--- src/rtl/pix_pkg.sv ---
// Shared pixel types for the RGB444 scramble/unscramble path.
// Channel selects index the scrambled pixel as R=0, G=1, B=2.
package pix_pkg;

  typedef struct packed {
    logic [3:0] r;
    logic [3:0] g;
    logic [3:0] b;
  } rgb444_t;

  typedef logic [1:0] ch_sel_t;

  localparam ch_sel_t SEL_R    = 2'd0;
  localparam ch_sel_t SEL_G    = 2'd1;
  localparam ch_sel_t SEL_B    = 2'd2;
  localparam ch_sel_t SEL_ZERO = 2'd3;

  localparam logic [5:0] CFG_IDENTITY = 6'b00_01_10;

  function automatic logic [3:0] ch_get(
    rgb444_t p,
    ch_sel_t s
  );
    logic [3:0] v;
    case (s)
      SEL_R:   v = p.r;
      SEL_G:   v = p.g;
      SEL_B:   v = p.b;
      default: v = 4'h0;
    endcase
    return v;
  endfunction

endpackage

--- src/rtl/color_unscramble_stream_if.sv ---
// Valid/ready pixel stream with start/end-of-frame markers.
// Master drives the beat, slave drives ready.
interface color_unscramble_stream_if;
  import pix_pkg::*;

  logic    valid;
  logic    ready;
  rgb444_t data;
  logic    sof;
  logic    eof;

  modport master (
    output valid, data, sof, eof,
    input  ready
  );

  modport slave (
    input  valid, data, sof, eof,
    output ready
  );

endinterface

--- src/rtl/unscramble_decode.sv ---
// Inverts a forward scramble code into per-channel source selects.
// Lowest scrambled channel wins when a select is duplicated.
module unscramble_decode
  import pix_pkg::*;
(
  input  logic [5:0]    code_i,
  output ch_sel_t [2:0] sel_o,
  output logic [2:0]    vld_o,
  output logic          err_o
);

  ch_sel_t [2:0] fwd;

  assign fwd[0] = code_i[5:4];
  assign fwd[1] = code_i[3:2];
  assign fwd[2] = code_i[1:0];

  // Descending scan: the last write is the lowest match.
  always_comb begin
    sel_o = {3{SEL_ZERO}};
    vld_o = '0;
    for (int j = 0; j < 3; j++) begin
      for (int c = 2; c >= 0; c--) begin
        if (fwd[c] == ch_sel_t'(j[1:0])) begin
          sel_o[j] = ch_sel_t'(c[1:0]);
          vld_o[j] = 1'b1;
        end
      end
    end
  end

  // Three selects cover three targets only as a permutation.
  assign err_o = ~&vld_o;

endmodule

--- src/rtl/color_unscramble_stream.sv ---
// Two-stage streaming inverse of the RGB444 channel scramble.
// Code is latched on sof beats and carried with each beat.
module color_unscramble_stream
  import pix_pkg::*;
#(
  parameter int unsigned PIX_W     = 12,
  parameter logic [5:0]  CFG_RESET = CFG_IDENTITY
) (
  input  logic clk,
  input  logic rst,
  input  logic [5:0] sw,
  color_unscramble_stream_if.slave  s,
  color_unscramble_stream_if.master m,
  output logic map_err
);

  logic             adv1, adv2, take;
  logic [5:0]       code;
  logic [PIX_W-1:0] s_pix;
  ch_sel_t [2:0]    dsel;
  logic [2:0]       dvld;
  logic             derr;

  logic          v1_q, v2_q;
  logic [5:0]    cfg_q;
  logic          err_q;
  rgb444_t       d1_q;
  ch_sel_t [2:0] sel1_q;
  logic [2:0]    ok1_q;
  logic          sof1_q, eof1_q;
  rgb444_t       d2_q, d2_d;
  logic          sof2_q, eof2_q;

  assign adv2    = !v2_q | m.ready;
  assign adv1    = !v1_q | adv2;
  assign take    = s.valid & adv1;
  assign s.ready = adv1;
  assign s_pix   = s.data;
  assign code    = s.sof ? sw : cfg_q;

  unscramble_decode u_dec (
    .code_i (code),
    .sel_o  (dsel),
    .vld_o  (dvld),
    .err_o  (derr)
  );

  always_comb begin
    d2_d   = '0;
    d2_d.r = ok1_q[0] ? ch_get(d1_q, sel1_q[0]) : 4'h0;
    d2_d.g = ok1_q[1] ? ch_get(d1_q, sel1_q[1]) : 4'h0;
    d2_d.b = ok1_q[2] ? ch_get(d1_q, sel1_q[2]) : 4'h0;
  end

  always_ff @(posedge clk) begin
    if (rst) begin
      v1_q   <= 1'b0;
      v2_q   <= 1'b0;
      cfg_q  <= CFG_RESET;
      err_q  <= 1'b0;
      d1_q   <= '0;
      sel1_q <= '0;
      ok1_q  <= '0;
      sof1_q <= 1'b0;
      eof1_q <= 1'b0;
      d2_q   <= '0;
      sof2_q <= 1'b0;
      eof2_q <= 1'b0;
    end else begin
      if (take && s.sof) begin
        cfg_q <= sw;
        err_q <= derr;
      end
      if (adv1) begin
        v1_q <= s.valid;
      end
      if (take) begin
        d1_q   <= rgb444_t'(s_pix);
        sel1_q <= dsel;
        ok1_q  <= dvld;
        sof1_q <= s.sof;
        eof1_q <= s.eof;
      end
      if (adv2) begin
        v2_q <= v1_q;
        if (v1_q) begin
          d2_q   <= d2_d;
          sof2_q <= sof1_q;
          eof2_q <= eof1_q;
        end
      end
    end
  end

  assign m.valid = v2_q;
  assign m.data  = d2_q;
  assign m.sof   = sof2_q;
  assign m.eof   = eof2_q;
  assign map_err = err_q;

endmodule
--- src/flat_wrapper.sv ---
// flat-port wrapper written by rule: the top's interface ports become plain ports
module color_unscramble_stream_flat import pix_pkg::*;
#(
  parameter int unsigned PIX_W     = 12,
  parameter logic [5:0]  CFG_RESET = CFG_IDENTITY
)
  (clk, rst, sw, map_err, s_valid, s_data, s_sof, s_eof, s_ready, m_valid, m_data, m_sof, m_eof, m_ready);
  color_unscramble_stream_if s_i ();
  color_unscramble_stream_if m_i ();
  input  logic clk;
  input  logic rst;
  input  logic [5:0] sw;
  output logic map_err;
  input wire logic [$bits(s_i.valid)-1:0] s_valid;
  input wire logic [$bits(s_i.data)-1:0] s_data;
  input wire logic [$bits(s_i.sof)-1:0] s_sof;
  input wire logic [$bits(s_i.eof)-1:0] s_eof;
  output wire logic [$bits(s_i.ready)-1:0] s_ready;
  output wire logic [$bits(m_i.valid)-1:0] m_valid;
  output wire logic [$bits(m_i.data)-1:0] m_data;
  output wire logic [$bits(m_i.sof)-1:0] m_sof;
  output wire logic [$bits(m_i.eof)-1:0] m_eof;
  input wire logic [$bits(m_i.ready)-1:0] m_ready;
  assign s_i.valid = s_valid;
  assign s_i.data = s_data;
  assign s_i.sof = s_sof;
  assign s_i.eof = s_eof;
  assign s_ready = s_i.ready;
  assign m_valid = m_i.valid;
  assign m_data = m_i.data;
  assign m_sof = m_i.sof;
  assign m_eof = m_i.eof;
  assign m_i.ready = m_ready;
  color_unscramble_stream #(.PIX_W(PIX_W), .CFG_RESET(CFG_RESET)) u_core (.clk(clk), .rst(rst), .sw(sw), .s(s_i), .m(m_i), .map_err(map_err));
endmodule
--- config.mk ---
export PLATFORM = sky130hd
export DESIGN_NAME = color_unscramble_stream_flat
export DESIGN_NICKNAME = d
export VERILOG_FILES = /design/src/rtl/pix_pkg.sv /design/src/rtl/color_unscramble_stream_if.sv /design/src/rtl/unscramble_decode.sv /design/src/rtl/color_unscramble_stream.sv /design/src/flat_wrapper.sv
export SDC_FILE = /design/constraint.sdc
export NUM_CORES = 1
export LEC_CHECK = 0
export BUFFER_PORTS_ARGS = -buffer_cell sky130_fd_sc_hd__buf_2
export CAP_MARGIN = 20
export CORE_MARGIN = 4
export CORE_UTILIZATION = 50
export CTS_CLUSTER_SIZE = 16
export DETAILED_ROUTE_END_ITERATION = 8
export GPL_ROUTABILITY_DRIVEN = 0
export GPL_TIMING_DRIVEN = 0
export PLACE_DENSITY = 0.85
export SETUP_SLACK_MARGIN = 0.05
export SLEW_MARGIN = 20
export SYNTH_ARGS = -nofsm -noshare
export SYNTH_HDL_FRONTEND = slang
export SYNTH_HIERARCHICAL = 1
export SYNTH_SLANG_ARGS = --single-unit
--- constraint.sdc ---
create_clock -name clk -period 1.45 [get_ports clk]
set_clock_uncertainty 0.1 [all_clocks]
set_input_delay 0.0725 -clock clk [delete_from_list [all_inputs] [get_ports clk]]
set_output_delay 0.0725 -clock clk [all_outputs]
set_load 0.03 [all_outputs]
==> summary.md <==
| Metric | Value |
|---|---|
| Setup crit end kind | `register` |
| Adder-Cell Fraction of Synth Area | `0%` |
| Worst Max-Slew Pin Slew | `0.701 ns` |
| First-pass GRT wire length | `a little over 10,000 um` |
| Mux cell area share after synthesis | `7.67%` |
| Detailed Place HPWL | `4400 um` |
| Max Clock Freq | `617 MHz` |
| Cell Area, Synth | `~2400 um^2` |
| Origin of the worst setup path | `u_core/cfg_q[1]` |
| Via count | `about 2,200` |
| DRT antenna net count | `0` |
| Fin area | `between 3000 and 4000 um^2` |
| Area added between synthesis and finish | `26.8%` |
| Min cycle time layout | `around 1.6 ns` |
| Clk sinks | `46` |
| Status | `finished with violations` |
| Num CTS Buffers | `5` |
| Starting density of the core | `around half` |
| Antenna violations before repair | `0` |
| Period utilization | `112%` |
| Critical R2R Launch | `u_core/cfg_q[1]` |
| Pleak | `between 0.001 and 0.0015 uW` |
| Max cap viols | `0` |
| Fillers | `385` |
| Final nets | `about 340` |
| Clock Latency Late Sink | `a little over 0.3 ns` |
| DP Area | `approximately 2700 um^2` |
| Multi-input gate area in the final layout | `approximately 1400 um^2` |
| Total die area | `just over 6000 um^2` |
| Synth top area cells | `dfxtp_1, o21ai_2, a21oi_2` |
| Hold crit path type | `in2reg` |
| RSZ-0062 raised after global routing | `yes` |
| Share of the synthesized area in the top cell type | `between 30% and 40%` |
| VDD IR-drop max | `0.603 mV` |
| FP Rows | `25` |
| Reg2reg setup slack | `-0.17 ns` |
| Failing checks | `negative setup slack` |
| DRT Pass-1 Iters | `4` |
| Vias/cell | `5.79` |
| Tot GR Track Use | `20.9%` |
| Starting DRT DRC Count | `~140` |
| End of the critical path | `u_core/map_err` |
| Syn Area/Cell | `9.67 um^2` |
| Largest net degree at the start of global routing | `16` |
| Worst setup path class | `reg2reg` |
| Post-synthesis sequential area ratio | `between 30% and 40%` |
| Post-Syn Nets | `277` |
| # diodes | `0` |
| Worst-path clk slew | `approximately 0.09 ns` |
| Asr flop ratio synth | `0%` |
| FF+latch count, synth | `46` |
| Die Wd | `78.0 um` |
| CP Max Fanout | `9` |
| Die Y | `between 70 and 80 um` |
| IO Count | `between 40 and 50` |
| Layout cell share with drive strength beyond 1 | `42.3%` |
| Final worst slack | `-0.170 ns` |
| H-Tree Depth | `2` |
| CORE AREA | `between 4000 and 5000 um^2` |
| I/O Buffers | `38` |
| Largest area contributor in the netlist | `dfxtp_1` |
| Synth cell types | `a little over 40` |
| Largest family of logic cells by synthesized area | `compound AO/OA/AOI/OAI gates` |
| Most used DFF post-synth | `dfxtp_1` |
| Synth warn | `6` |
| Reg-to-Reg End | `u_core/map_err` |
| Pwr dens | `~940 nW/um^2` |
| Post-synth EDFFs | `0` |
| CP Launch Type | `register` |
| CTS max path bufs | `2` |
| Synth Area in XOR/XNOR | `less than 1%` |
| Post-place setup slack | `-0.161 ns` |
| Compound-Gate Fraction of Synth Area | `a little under a third` |
| WL/cell | `16.3 um` |
| Worst EP required | `1.59 ns` |
| Worst rel slew slack | `about 53%` |
| Cells after synthesis | `~250` |
| Final setup vio count | `1` |
| Vias in the first global route | `around 2,200` |
| Simple-gate share of the synthesized area | `between 10% and 20%` |
| Slew Viols, Final | `0` |
| Gr ovfl total | `0` |
| Final hold violations | `0` |
| Critical Path AT | `1.76 ns` |
| Reg2Reg Depth | `7` |
| Register area | `slightly above 900 um^2` |
| TritonCTS clock tree | `built` |
| DR DRC count | `0` |
| Root buf cell | `clkbuf_8` |
| Routed WL | `6300 um` |
## how the worst min path moves through the flow
| stage | startpoint | endpoint | slack [ns] | depth (start not counted) |
|---|---|---|---|---|
| floorplan | sw[0] | u_core/cfg_q[0] | 0.12 | 2 |
| global placement | sw[4] | u_core/cfg_q[4] | 0.24 | 3 |
| detailed placement | sw[4] | u_core/cfg_q[4] | 0.25 | 3 |
| CTS | sw[2] | u_core/cfg_q[2] | 0.004 | 3 |
| global route | sw[1] | u_core/cfg_q[1] | 0.03 | 3 |
| finish | sw[2] | u_core/cfg_q[2] | 0.02 | 3 |
## worst max-delay path, stage by stage, from the launching register on
cell and delay (ns):
dfxtp_2 0.33, mux2_4 0.26, buf_6 0.14, xor2_1 0.14
a31o_1 0.19, a211oi_2 0.18, nand3_1 0.10, a21oi_1 0.12
## repair_timing
action,4_1_cts,5_1_grt
resized for setup,15,8
pin swaps,3,4
hold endpoints to repair,19,0
endpoints found under the setup margin,5,32
hold buffers,18,0
setup buffers,2,0
## routing by layer
metal / GRT usage [%] / share of wire, %
met3: 4.87 / 6.0
met2: 37.8 / 52
met5: 0 / 0
met4: 8.04 / 1.8
met1: 23.7 / 40
## kinds of logic (layout without fill, tap and decap cells)
group / after synthesis / after routing
AOI/OAI and AO/OA: 99 / 99
and+or+nand+nor: 61 / 61
DFF: 46 / 46
buffers and inverters: 27 / 93
muxes: 18 / 18
xor gates and xnor gates: 2 / 2
## power by group
part / internal (uW) / total (uW) / switching [uW]
Combinational: 252 / 543 / 291
Sequential: 1320 / 1380 / 58.8
Clock: 517 / 978 / 461
Total: 2090 / 2900 / 811
## metrics by stage
step	cells	total power, uW	setup TNS (ns)	utilization, %	hold slack (ns)
2_1_floorplan	253	1750	-0.0755	-	0.120
3_3_place_gp	358	1860	-0.140	57.6	0.237
3_5_place_dp	358	1880	-0.161	57.6	0.246
4_1_cts	386	2900	-0.154	65.2	0.00419
5_1_grt	386	3020	-0.283	65.7	0.0307
6_report	386	2910	-0.170	65.7	0.0187
## sequential cells by signal, indices dropped and copies added, names as in the netlist
| register | cells |
|---|---|
| u_core/d1_q | 12 |
| u_core/map_err | 1 |
| u_core/sel1_q | 6 |
| u_core/sof1_q | 1 |
| u_core/eof1_q | 1 |
| u_core/v1_q | 1 |
| u_core/m.sof | 1 |
| u_core/cfg_q | 6 |
| u_core/m.eof | 1 |
| u_core/ok1_q | 3 |
| u_core/m.data | 12 |
| u_core/m.valid | 1 |
## cells in the mapped netlist, types with 4 or more instances
cell and n:
buf_2 10, nor2b_1 7, mux2i_1 12, a21oi_2 19, o2bb2ai_1 9, dfxtp_1 46, nor2_1 5, o21ai_0 12
a21oi_1 14, buf_6 6, a22o_1 12, mux2_2 6, nand2_1 4, o21ai_2 20, nand3_1 29
## cells in the final DEF, fill, tap and decap left out, types with 3 or more instances in the layout
cell type and n:
a21oi_1 12, o21ai_2 21, a21oi_2 21, nand2_1 4, buf_2 45, nor2b_1 5, dfxtp_2 5, inv_1 3
mux2_4 5, dlygate4sd3_1 17, o21ai_0 12, buf_4 3, buf_6 9, a21bo_2 3, a22o_1 12, dfxtp_1 41
nand3_1 29, nor4_4 3, o22ai_1 3, clkbuf_8 5, o2bb2ai_1 9, mux2i_1 12, nor2_1 5
## final cells by class
type	instances	area share, %
flip-flops and latches	46	29.9
inverters	5	0.605
clock buffers	5	2.22
repair buffers	58	12.7
clock inverters	3	1.41
multi-input cells	180	45.0
well taps	67	2.70
plain buffers	22	5.52
(Power assumes the default switching activity.)
